===== src/rtl/switch_input_controller.sv =====
// Switch/button front end: 2-flop synchronizers, per-bit debounce counters,
// sticky button-press flags with clear-on-read, and a 1-cycle CPU read port.
module switch_input_controller #(
   parameter int unsigned DEBOUNCE_CYCLES = 250000,
   parameter int unsigned SW_WIDTH        = 6,
   parameter int unsigned BTN_WIDTH       = 4
) (
   input  logic                 Clock,
   input  logic                 Reset,
   input  logic [SW_WIDTH-1:0]  Switch,
   input  logic [BTN_WIDTH-1:0] Button,
   input  logic                 ReadReq,
   input  logic                 ReadAddr,
   output logic [23:0]          ReadData,
   output logic                 ReadValid,
   output logic                 Irq
);

   localparam int unsigned NBITS = SW_WIDTH + BTN_WIDTH;
   localparam int unsigned CW    = (DEBOUNCE_CYCLES > 2) ? $clog2(DEBOUNCE_CYCLES) : 1;
   localparam logic [CW-1:0] CNT_LAST = CW'(DEBOUNCE_CYCLES - 1);

   logic [NBITS-1:0]     raw;
   logic [NBITS-1:0]     sync1_q, sync2_q;
   logic [NBITS-1:0]     deb_q, deb_d;
   logic [CW-1:0]        cnt_q [NBITS];
   logic [CW-1:0]        cnt_d [NBITS];
   logic [BTN_WIDTH-1:0] flag_q, flag_d;
   logic [BTN_WIDTH-1:0] btn_rise, flag_clr;
   logic [SW_WIDTH-1:0]  sw_deb;
   logic [23:0]          read_data_q, read_data_d;
   logic                 read_valid_q, irq_q;

   assign raw    = {Button, Switch};
   assign sw_deb = deb_q[SW_WIDTH-1:0];

   // A counter only runs while the synchronized level disagrees with the
   // debounced level, so any glitch back to the old level restarts the count.
   always_comb begin
      deb_d = deb_q;
      cnt_d = cnt_q;
      for (int unsigned i = 0; i < NBITS; i++) begin
         if (sync2_q[i] == deb_q[i]) begin
            cnt_d[i] = '0;
         end else if (cnt_q[i] == CNT_LAST) begin
            deb_d[i] = sync2_q[i];
            cnt_d[i] = '0;
         end else begin
            cnt_d[i] = cnt_q[i] + CW'(1);
         end
      end
   end

   // New presses are ORed in after the clear so a coincident event survives the read.
   always_comb begin
      btn_rise = deb_d[NBITS-1:SW_WIDTH] & ~deb_q[NBITS-1:SW_WIDTH];
      flag_clr = (ReadReq && ReadAddr) ? flag_q : '0;
      flag_d   = (flag_q & ~flag_clr) | btn_rise;
   end

   always_comb begin
      read_data_d = read_data_q;
      if (ReadReq) begin
         read_data_d = ReadAddr ? 24'(flag_q) : 24'(sw_deb);
      end
   end

   always_ff @(posedge Clock or negedge Reset) begin
      if (!Reset) begin
         sync1_q      <= '0;
         sync2_q      <= '0;
         deb_q        <= '0;
         for (int unsigned i = 0; i < NBITS; i++) cnt_q[i] <= '0;
         flag_q       <= '0;
         read_data_q  <= '0;
         read_valid_q <= 1'b0;
         irq_q        <= 1'b0;
      end else begin
         sync1_q      <= raw;
         sync2_q      <= sync1_q;
         deb_q        <= deb_d;
         cnt_q        <= cnt_d;
         flag_q       <= flag_d;
         read_data_q  <= read_data_d;
         read_valid_q <= ReadReq;
         irq_q        <= |flag_q;
      end
   end

   assign ReadData  = read_data_q;
   assign ReadValid = read_valid_q;
   assign Irq       = irq_q;

endmodule


===== config.mk =====
export PLATFORM = sky130hd
export DESIGN_NAME = switch_input_controller
export DESIGN_NICKNAME = d
export VERILOG_FILES = /design/src/rtl/switch_input_controller.sv
export SDC_FILE = /design/constraint.sdc
export NUM_CORES = 1
export LEC_CHECK = 0
export CORE_MARGIN = 8
export CORE_UTILIZATION = 45
export CTS_CLUSTER_DIAMETER = 100
export DETAILED_ROUTE_END_ITERATION = 6
export DONT_BUFFER_PORTS = 1
export SLEW_MARGIN = 25
export SYNTH_ARGS = -nofsm -noshare
export SYNTH_HDL_FRONTEND = slang
export SYNTH_SLANG_ARGS = --single-unit

===== constraint.sdc =====
create_clock -name Clock -period 2.1 [get_ports Clock]
set_clock_uncertainty 0.15 [all_clocks]
set_input_delay 0.105 -clock Clock [delete_from_list [all_inputs] [get_ports Clock]]
set_output_delay 0.105 -clock Clock [all_outputs]
set_load 0.02 [all_outputs]

* Yosys cells after proc, flatten, opt, wreduce, memory -nomap -nowiden
Index checks and enable logic that the tools add are counted.
** Cells by class
- $add $sub $neg :: 10
- Equal/unequal tests :: 20
- Muxes and demuxes :: 30
- Bitwise gates (word level) :: 11
- Reductions and logical operators :: 8
** Operators with widths (number)
- $mux 18 :: 20
- $add 18x1->18 const B :: 10
- $eq 18x18->1 const B :: 10
- $reduce_and 2->1 :: 6
- $eq 1x1->1 :: 10
- $and 4x4->4 :: 2
- $mux 1 :: 8
- $not 4->4 :: 2
- $mux 6 :: 1
- $not 1->1 :: 6
- $mux 4 :: 1
- $or 4x4->4 :: 1
- $reduce_or 4->1 :: 1
- $logic_and 1x1->1 :: 1
** Word-level totals
- Register bits :: 240
- Output and inout port bits :: 26
- Word-level logic and storage cells :: 102

* Logic depth before layout (Yosys ltp)
Gate-level depths: netlist of run 1.
- Depth after elaboration :: 5
- Gate-level depth with buffers :: 6
- Mapped depth without buffers :: 5

* Worst setup path before layout of run 1
Ideal clock, no wire load.
- Path type :: register -> register
- Start point :: register cnt_q[139] in the netlist's numbering
- End point :: register deb_q[2]
- Arrival time :: 1.890 ns
- Data required time :: 1.825 ns
- Setup slack :: -0.065 ns
- Cell stages (with the launch flop) :: 5
- Buffers on the path :: 0
- Path through :: dfrtp_1 or4b_1 or4_4 nor2_1 mux2_2
** On the way
- Longest elaborated chain between the ends :: 2
** Ends and longest elaborated chain
- start, declared :: RTL line 26 : logic [CW-1:0] cnt_q [NBITS];
- start signal, assigned :: RTL line 82 : cnt_q <= cnt_d;
- $eq 18x18->1 :: RTL line 45 : end else if (cnt_q[i] == CNT_LAST) begin
- $reduce_and 2->1 (no source line)
- end signal, assigned :: RTL line 72 : deb_q <= '0;
- end signal, assigned :: RTL line 81 : deb_q <= deb_d;
- end, declared :: RTL line 25 : logic [NBITS-1:0] deb_q, deb_d;
Every way passes these cells.
A chain may end at the register's enable or synchronous reset.

==> summary.md, run 1 <==
| Metric | Value |
|---|---|
| Setup violations, final | 18 |
| Slew at the pin closest to its max-slew limit | 0.6369 ns |
| Crit-path cells | or4_4 -> or4_4 -> o21ai_4 -> buf_6 -> nor2_1 |
| Vias in the first global route | 7396 |
| Max Root-Sink Buffers | 3 |
| WS Path Type | reg -> reg |
| Wirelength per Cell | 13.80 um |
| Switching Power | between 1.5 and 2 mW |
| Die H | 168.6 um |
| Final hold vios | 222 |
| Fmax | 453.2 MHz |
| Average cell area after synthesis | 10.17 um^2 |
| Slew Limit Headroom | between 50% and 60% |
| Critical path required time | 2.36 ns |
| Nets | 1158 |
| Routed WL | 20270 um |
| RSZ-0062 raised after global routing | true |
| CP arrival | 2.46 ns |
| CP max stage delay | 0.57 ns |
| Initial antenna violation count | 0 |
| Critical path capture point type | flop |
| Yosys warning total | 0 |
| Most common cell after layout, fill and taps aside | dfrtp_1 |
| CTS tree | done |
| # rows | 56 |
| Aggregate global routing overflow | 0 |
| Fill cells | 2116 |
| Cell count after synthesis | 1031 |
| Core ar. | roughly 0.023 mm^2 |
| Layout cell share with drive strength beyond 1 | 13.14% |
| Die area | 0.02843 mm^2 |
| Leak | 4.933 nW |
| Post-route ant nets | 0 |
| Via-to-Cell Ratio | 5.095 |
| #FFs+latches synth | 222 |
| Slowest CP cell | or4_4 |
| HP Class | in -> async |
| Register area share after synthesis | 53.00% |
| Status | finished, violations left |
| Largest net degree at the start of global routing | 223 |
| Crit path top cell by count | or4_4 |
| GR Util All Layers | about 15% |
| CTS root buf | clkbuf_16 |
| Clk_lat worst skew | roughly 0.52 ns |
| Buf/Inv on CP | 1 |
| DR pass1 iterations | 4 |
| CP top delay family | simple AND/OR/NAND/NOR gates |
| Clock share of power | approximately 46% |
| Die X | 168.6 um |
| Comb pwr share | 3.1% |
| DRC violations left | 0 |
| P per Cell Area | ~710 mW/mm^2 |
| MaxCap Viol Count | 0 |
| Final period utilization | 105.1% |
| # clock sinks | 222 |
| Hold Slack | -0.8669 ns |
| Syn Std Cell Area | 0.01048 mm^2 |
| CTS hold repair buffers | 22 |
| Seq pwr share | 51.0% |
| # IOs | 40 |
| Sw Ratio | 21.77% |
| Setup TNS | -1.414 ns |
| Critical path fanouts, max | 8 |
| Port bufs | 0 |
| Commonest non-fill, non-tap cells in the layout | dfrtp_1, nor2_1, xnor2_1, buf_4, nand3_1 |
| Failing checks | hold timing, setup timing |
| First-pass GRT wire length | 35460 um |
| Overall Power | between 8 and 9 mW |
| Gpl congestion | 0.8163 |
| Via count | 7485 |
| DPL Wire Length | roughly 13000 um |
| DRT iter0 DRCs | 466 |
| H-tree levels | 1 |
| Final setup margin | -0.1063 ns |
| Slew Viols, Final | 0 |
| Clk slew on worst S/H paths | 0.06 ns |
| Final Core Density | 52.97% |
| Initial Util | 45.20% |
| Int Pwr | 6.786 mW |
| Peak supply drop | 621.0 uV |
| Area growth syn-to-layout | 17.19% |
| CTS buffer count | 25 |
| Synth cell types | 44 |
| Final Critical Period | 2.206 ns |
| Crit start category | flop |
## cells by family (layout without fill, tap and decap cells)
family	count (synthesis)	in the layout	synth area share, %
DFF	222	222	53.00
xor gates and xnor gates	149	149	12.45
buffers and inverters	81	182	3.760
adders and majority gates	10	10	1.194
and+or+nand+nor	492	492	23.35
AOI/OAI and AO/OA	61	61	4.667
muxes	15	15	1.552
other	1	19	0.03577
## cell usage after synthesis (all sizes together)
cell type  number  area [um^2]
or3            11        68.82
or4b            2        20.02
ha             10        125.1
or2             4        25.02
mux2           10        112.6
clkbuf          4        15.01
nand4          51        325.3
inv            47        176.4
a31o            5        43.79
nor3           33        165.2
and4            1        8.760
and4b           1        10.01
nand2b          2        12.51
nor2b           2        12.51
nand3          65        325.3
o41ai           9        161.4
a41o            1        10.01
buf            30        202.7
and3            7        43.79
a32o            4        40.04
nand4b          2        17.52
xor2           29        254.0
xnor2         120         1051
o21ai          12        71.32
conb            1        3.750
or4            12        97.59
nand2          35        131.4
nor4b           3        26.28
nor2          193        724.4
nand3b          6        45.04
nor4           62        387.9
a21oi          25        125.1
o31ai           5        37.54
mux2i           5        50.05
dfrtp         222         5555
## repair_timing
| item | in CTS | in global routing |
|---|---|---|
| gates resized for setup | 10 | 8 |
| setup endpoints to repair | 18 | 18 |
| hold endpoints to repair | 243 | 222 |
| pin swaps | 14 | 6 |
| buffers inserted | 0 | 1 |
| cloned | 1 | 0 |
## flip-flops by register name (all words and copies together) (netlist names)
signal     flops
deb_q         10
sync2_q       10
Irq            1
sync1_q       10
ReadValid      1
flag_q         4
cnt_q        180
ReadData       6
## metrics by stage
step,std cells,setup WS (ns),area [um^2]
floorplan,1048,-0.03747,10550
global placement,1402,-0.06582,11250
detailed placement,1402,-0.07167,11250
CTS,1467,-0.06944,12250
global route,1468,-0.1404,12280
finish,1469,-0.1063,12280
## routing by layer
metal  up-vias  global-route usage, %  wire length [um]
li1       3766                      -                 -
met1      3608                  19.85              9784
met5         -                      0                 0
met2        81                  23.59              9387
met4         0                  3.998               425
met3        30                  2.492               671
## worst paths after layout
path	start	endpoint	slack, ns	depth (start not counted)
max in group asynchronous	Reset	cnt_q[168]	2.28	0
min in group Clock	sync1_q[6]	sync2_q[6]	0.20	0
hold / removal	Reset	cnt_q[115]	-0.87	0
setup / recovery	cnt_q[135]	cnt_q[141]	-0.11	5
setup reg to reg	cnt_q[135]	cnt_q[141]	-0.11	5
hold reg to reg	sync1_q[6]	sync2_q[6]	0.20	0
## final cells by class
| class | count | area [um^2] | share of cell area, % |
|---|---|---|---|
| Multi-Input combinational cell | 745 | 4646 | 37.82 |
| Inverter | 47 | 176.4 | 1.436 |
| Clock inverter | 6 | 33.78 | 0.2750 |
| Clock buffer | 36 | 706.9 | 5.755 |
| Tap cell | 319 | 399.1 | 3.249 |
| Sequential cell | 222 | 5555 | 45.22 |
| Timing Repair Buffer | 93 | 764.5 | 6.223 |
| Antenna cell | 1 | 2.502 | 0.02037 |
## power by group through the flow
stage,sequential (mW),clock (mW),combinational [mW]
floorplan,4.48,0,0.204
global placement,4.50,0,0.220
detailed placement,4.50,0,0.224
CTS,4.42,4.12,0.273
global route,4.43,4.31,0.308
finish,4.42,3.98,0.273
Power figures use the tool's default switching activity.
==> inputs of run 2 (changes only) <==
Settings changed: CORE_ASPECT_RATIO set to 0.9, CORE_MARGIN 8 to 1.5.
==> summary.md, run 2 (synthesized netlist as in run 1, its figures left out) <==
| Metric | Value |
|---|---|
| Max Root-Sink Buffers | 3 (unchanged) |
| Slew at the pin closest to its max-slew limit | 0.6533 ns (was 0.6369 ns) |
| Setup violations, final | 18 (unchanged) |
| Via-to-Cell Ratio | 5.182 (was 5.095) |
| Vias in the first global route | 7207 (was 7396) |
| Fill cells | 2015 (was 2116) |
| HP Class | in -> async (unchanged) |
| Gpl congestion | 0.7768 (was 0.8163) |
| Post-route ant nets | 0 (unchanged) |
| Most common cell after layout, fill and taps aside | dfrtp_1 (unchanged) |
| M1 WL | 9847 um (was 9784 um) |
| Met2 WL post-DR | 9082 um (was 9387 um) |
| Layout cell share with drive strength beyond 1 | 12.31% (was 13.14%) |
| Aggregate global routing overflow | 0 (unchanged) |
| Final hold vios | 222 (unchanged) |
| CP max stage delay | 0.57 ns (about the same) |
| Final instance area | 0.01228 mm^2 (about the same) |
| DR pass1 iterations | 4 (unchanged) |
| Core ar. | 0.02271 mm^2 (was 0.02319 mm^2) |
| Final Critical Period | 2.142 ns (was 2.206 ns) |
| RSZ-0062 raised after global routing | true (unchanged) |
| P per Cell Area | 737.7 mW/mm^2 (was 706.1 mW/mm^2) |
| CTS tree | done (unchanged) |
| Leak | 4.934 nW (was 4.933 nW) |
| # clock sinks | 222 (unchanged) |
| Largest register by flop count | cnt_q (unchanged) |
| Buf/Inv on CP | 0 (was 1) |
| Hold Slack | -0.8703 ns (was -0.8669 ns) |
| Final period utilization | 102.0% (was 105.1%) |
| CP arrival | 2.39 ns (was 2.46 ns) |
| Fmax | 466.9 MHz (was 453.2 MHz) |
| Top sig layer | met4 (unchanged) |
| Critical path capture point type | flop (unchanged) |
| Largest register FFs | 180 (unchanged) |
| WS Path Type | reg -> reg (unchanged) |
| Setup TNS | -0.3175 ns (was -1.414 ns) |
| Die area | 0.02422 mm^2 (was 0.02843 mm^2) |
| Failing checks | hold timing, setup timing (unchanged) |
| Nets | 1151 (was 1158) |
| Area growth syn-to-layout | 17.13% (was 17.19%) |
| Largest net degree at the start of global routing | 223 (unchanged) |
| Place WS | -0.06854 ns (was -0.07167 ns) |
| CTS root buf | clkbuf_16 (unchanged) |
| Peak supply drop | 623.3 uV (was 621.0 uV) |
| Commonest non-fill, non-tap cells in the layout | dfrtp_1, nor2_1, xnor2_1, nand3_1 (was dfrtp_1, nor2_1, xnor2_1, buf_4, nand3_1) |
| Status | finished, violations left (unchanged) |
| WL met3 | 695 um (was 671 um) |
| Via count | 7478 (was 7485) |
| Crit-path cells | or4b_1 -> or4_4 -> nor2_4 -> mux2_4 (was or4_4 -> or4_4 -> o21ai_4 -> buf_6 -> nor2_1) |
| # rows | 52 (was 56) |
| Critical path required time | 2.34 ns (was 2.36 ns) |
| Crit start category | flop (unchanged) |
| CTS buffer count | 24 (was 25) |
| Port bufs | 0 (unchanged) |
| Slowest CP cell | or4_4 (unchanged) |
| Clk slew on worst S/H paths | 0.06 ns (about the same) |
| R2R Setup Slk | -0.04 ns (was -0.11 ns) |
| DRT iter0 DRCs | 495 (was 466) |
| Critical path fanouts, max | 2 (was 8) |
| DP Area | 0.01118 mm^2 (was 0.01125 mm^2) |
| H-tree levels | 1 (unchanged) |
| Routed WL | 19960 um (was 20270 um) |
| DPL Wire Length | 12890 um (was 13230 um) |
| DRC violations left | 0 (unchanged) |
| Slew Limit Headroom | 56.31% (was 57.40%) |
| MaxCap Viol Count | 0 (unchanged) |
| Die H | 147.8 um (was 168.6 um) |
| GR Util All Layers | 17.11% (was 14.54%) |
| Slew Viols, Final | 0 (unchanged) |
| Initial Util | 46.16% (was 45.20%) |
| First-pass GRT wire length | 34510 um (was 35460 um) |
| CP top delay family | simple AND/OR/NAND/NOR gates (unchanged) |
| # IOs | 40 (unchanged) |
| Die X | 163.9 um (was 168.6 um) |
| Initial antenna violation count | 1 (was 0) |
| Wirelength per Cell | 13.83 um (was 13.80 um) |
| Final setup margin | -0.04158 ns (was -0.1063 ns) |
| Clk_lat worst skew | 0.52 ns (about the same) |
-- run 2: cell types whose count changed in the layout (fill, tap and decap cells not counted), sizes merged --
cell,delta
clkinv,-1
clkbuf,-4
buf,-6
inv,-1
clkinvlp,+5
bufinv,+3
-- run 2: stage by stage --
stage / total power, mW / std cells / hold slack (ns) / utilization (%)
after detailed placement: 4.718 / 1374 / -0.3335 / 49.24
after global routing: 9.429 / 1443 / -0.8964 / 54.07
final: 9.057 / 1443 / -0.8703 / 54.07
after CTS: 9.195 / 1440 / -0.8906 / 53.92
after global placement: 4.713 / 1374 / -0.3337 / 49.24
after floorplan: 4.688 / 1048 / -0.3406 / -
-- run 2: repair_timing --
item,in CTS,in global routing
endpoints found under the setup margin,18,18
gates cloned,0,1
hold buffers,21,1
endpoints found under the hold margin,243,223
resized for setup,3,5
buffers inserted,1,0
pin swaps,1,4
-- run 2: report_power, final --
part / total, mW / internal, mW / switching, mW
Clock: 4.37 / 2.66 / 1.72
Sequential: 4.42 / 4.35 / 0.0703
Combinational: 0.264 / 0.112 / 0.152
Total: 9.06 / 7.12 / 1.94
-- run 2: final timing paths --
| check | startpoint | end | cells past startpoint |
|---|---|---|---|
| worst max-delay path | cnt_q[139] | deb_q[2] | 4 |
| worst min-delay path | Reset | cnt_q[102] | 0 |
| worst max register to register | cnt_q[139] | deb_q[2] | 4 |
| worst min register to register | sync1_q[7] | sync2_q[7] | 0 |
| max in group asynchronous | Reset | sync1_q[1] | 0 |
| min in group Clock | sync1_q[7] | sync2_q[7] | 0 |
-- run 2: cell type report --
type	instances	area, um^2	area share [%]
clock buffers	32	681.9	5.554
well taps	297	371.6	3.027
multi-input cells	745	4626	37.67
inverters	47	176.4	1.437
clock inverters	12	151.4	1.233
repair buffers	87	713.2	5.809
flip-flops and latches	222	5555	45.25
diodes	1	2.502	0.02038
-- run 2: layer usage --
metal	global-route usage (%)	vias to the layer above
met3	2.918	26
met5	0	-
met2	27.24	93
met4	4.000	0
li1	-	3761
met1	24.38	3598
==> inputs of run 3 (changes only) <==
Settings changed: PLACE_DENSITY_LB_ADDON set to 0.3.
==> summary.md, run 3 (synthesized netlist as in run 1, its figures left out) <==
| Metric | Value |
|---|---|
| Status | finished, violations left (unchanged) |
| Failing checks | hold timing, setup timing (unchanged) |
| Fmax | 457.9 MHz (was 466.9 MHz) |
| Largest register by flop count | cnt_q (unchanged) |
| CTS root buf | clkbuf_16 (unchanged) |
| Slowest CP cell | or4_4 (unchanged) |
| Hold Slack | -0.8600 ns (was -0.8703 ns) |
| DRC violations left | 0 (unchanged) |
| Vias in the first global route | 7305 (was 7207) |
| Via count | 7641 (was 7478) |
| Post-route ant nets | 0 (unchanged) |
| DR pass1 iterations | 5 (was 4) |
| Wirelength per Cell | 14.03 um (was 13.83 um) |
| CP max stage delay | 0.57 ns (about the same) |
| Leak | 4.947 nW (was 4.934 nW) |
| Nets | 1155 (was 1151) |
| # rows | 52 (unchanged) |
| Critical path required time | 2.35 ns (was 2.34 ns) |
| First-pass GRT wire length | 34900 um (was 34510 um) |
| Crit start category | flop (unchanged) |
| CP arrival | 2.43 ns (was 2.39 ns) |
| CTS buffer count | 25 (was 24) |
| Initial Util | 46.16% (unchanged) |
| CTS hold repair buffers | 22 (was 21) |
| Via-to-Cell Ratio | 5.284 (was 5.182) |
| Critical path fanouts, max | 6 (was 2) |
| GR Util All Layers | 17.22% (was 17.11%) |
| Buf/Inv on CP | 1 (was 0) |
| Final Critical Period | 2.184 ns (was 2.142 ns) |
| Initial antenna violation count | 0 (was 1) |
| Overall Power | 8.984 mW (was 9.057 mW) |
| Setup violations, final | 18 (unchanged) |
| Die H | 147.8 um (unchanged) |
| # clock sinks | 222 (unchanged) |
| Aggregate global routing overflow | 0 (unchanged) |
| Slew Viols, Final | 0 (unchanged) |
| Crit-path cells | or4b_1 -> or4_4 -> o21ai_4 -> buf_6 -> nor2_2 (was or4b_1 -> or4_4 -> nor2_4 -> mux2_4) |
| Slew Limit Headroom | 57.78% (was 56.31%) |
| Area growth syn-to-layout | 17.83% (was 17.13%) |
| CTS tree | done (unchanged) |
| Layout cell share with drive strength beyond 1 | 14.27% (was 12.31%) |
| P per Cell Area | 727.4 mW/mm^2 (was 737.7 mW/mm^2) |
| MaxCap Viol Count | 0 (unchanged) |
| Diodes inserted | 0 (was 1) |
| Most common cell after layout, fill and taps aside | dfrtp_1 (unchanged) |
| Die area | 0.02422 mm^2 (unchanged) |
| CP top delay family | simple AND/OR/NAND/NOR gates (unchanged) |
| Largest register FFs | 180 (unchanged) |
| Max Root-Sink Buffers | 3 (unchanged) |
| Largest net degree at the start of global routing | 223 (unchanged) |
| Clk_lat worst skew | 0.52 ns (about the same) |
| H-tree levels | 1 (unchanged) |
| Critical path capture point type | flop (unchanged) |
| Routed WL | 20280 um (was 19960 um) |
| RSZ-0062 raised after global routing | true (unchanged) |
| Final setup margin | -0.08366 ns (was -0.04158 ns) |
| # IOs | 40 (unchanged) |
| Final Core Density | 54.40% (was 54.07%) |
| Final hold vios | 222 (unchanged) |
| Commonest non-fill, non-tap cells in the layout | dfrtp_1, nor2_1, xnor2_1, nand3_1, buf_4 (was dfrtp_1, nor2_1, xnor2_1, nand3_1) |
| Slew at the pin closest to its max-slew limit | 0.6312 ns (was 0.6533 ns) |
| Core ar. | 0.02271 mm^2 (unchanged) |
| Peak supply drop | 512.2 uV (was 623.3 uV) |
| Final period utilization | 104.0% (was 102.0%) |
| DRT iter0 DRCs | 459 (was 495) |
| Die X | 163.9 um (unchanged) |
| Gpl congestion | 0.8294 (was 0.7768) |
| HP Class | in -> async (unchanged) |
| Clk slew on worst S/H paths | 0.06 ns (about the same) |
| DPL Wire Length | 13340 um (was 12890 um) |
| WS Path Type | reg -> reg (unchanged) |
| Port bufs | 0 (unchanged) |
run 3: cell types whose count changed in the layout (fill, tap and decap cells not counted), sizes merged:
cell	previous run	this run
buf	65	68
bufinv	3	1
clkbuf	32	34
clkinv	4	6
clkinvlp	5	4
diode	1	0
run 3: repair_timing:
action / 4_1_cts / 5_1_grt
setup buffers: 0 / 1
cloned: 1 / 0
pin swaps: 11 / 4
endpoints found under the setup margin: 15 / 34
hold endpoints to repair: 243 / 222
resized for setup: 14 / 12
run 3: layer usage:
layer | global-route usage (%) | part of all wire [%]
met1 | 24.45 | 48
met2 | 27.81 | 47
met3 | 2.666 | 3.3
met4 | 3.955 | 2.0
met5 | 0 | 0
run 3: final cells by class:
class                      count  area, um^2
clock buffer                  34       729.5
clock inverter                11       97.59
fill                        1985       10350
inverter                      47       176.4
multi-input combinational    745        4678
sequential                   222        5557
tap                          297       371.6
timing repair buffer          90       742.0
run 3: worst paths after layout:
kind,startpoint,end,slack [ns],cells past startpoint
min in group Clock,sync1_q[0],sync2_q[0],0.20,0
max in group asynchronous,Reset,sync1_q[6],2.43,0
worst max register to register,cnt_q[139],cnt_q[135],-0.08,5
worst max-delay path,cnt_q[139],cnt_q[135],-0.08,5
worst min register to register,sync1_q[0],sync2_q[0],0.20,0
worst min-delay path,Reset,cnt_q[110],-0.86,0
run 3: report_power, final:
group	leakage (nW)	switching (mW)	internal (mW)	total, mW
Combinational	1.53	0.157	0.119	0.276
Sequential	3.02	0.0717	4.35	4.42
Clock	0.399	1.73	2.56	4.29
run 3: stage by stage:
| step | setup TNS (ns) | hold WS [ns] | setup WS (ns) | cell area [um^2] | cells |
|---|---|---|---|---|---|
| floorplan | -0.2243 | -0.3406 | -0.03747 | 10550 | 1048 |
| global placement | -0.2249 | -0.3322 | -0.06288 | 11200 | 1377 |
| detailed placement | -0.6455 | -0.3317 | -0.1027 | 11200 | 1377 |
| CTS | -0.8757 | -0.8807 | -0.1020 | 12300 | 1445 |
| global route | -1.928 | -0.8874 | -0.1323 | 12350 | 1446 |
| finish | -1.136 | -0.8600 | -0.08366 | 12350 | 1446 |
run 3: worst register-to-register path, stage by stage, from the launching register on:
cell	delay, ns
dfrtp_1	0.37
or4b_1	0.54
or4_4	0.57
o21ai_4	0.21
buf_6	0.17
nor2_2	0.05
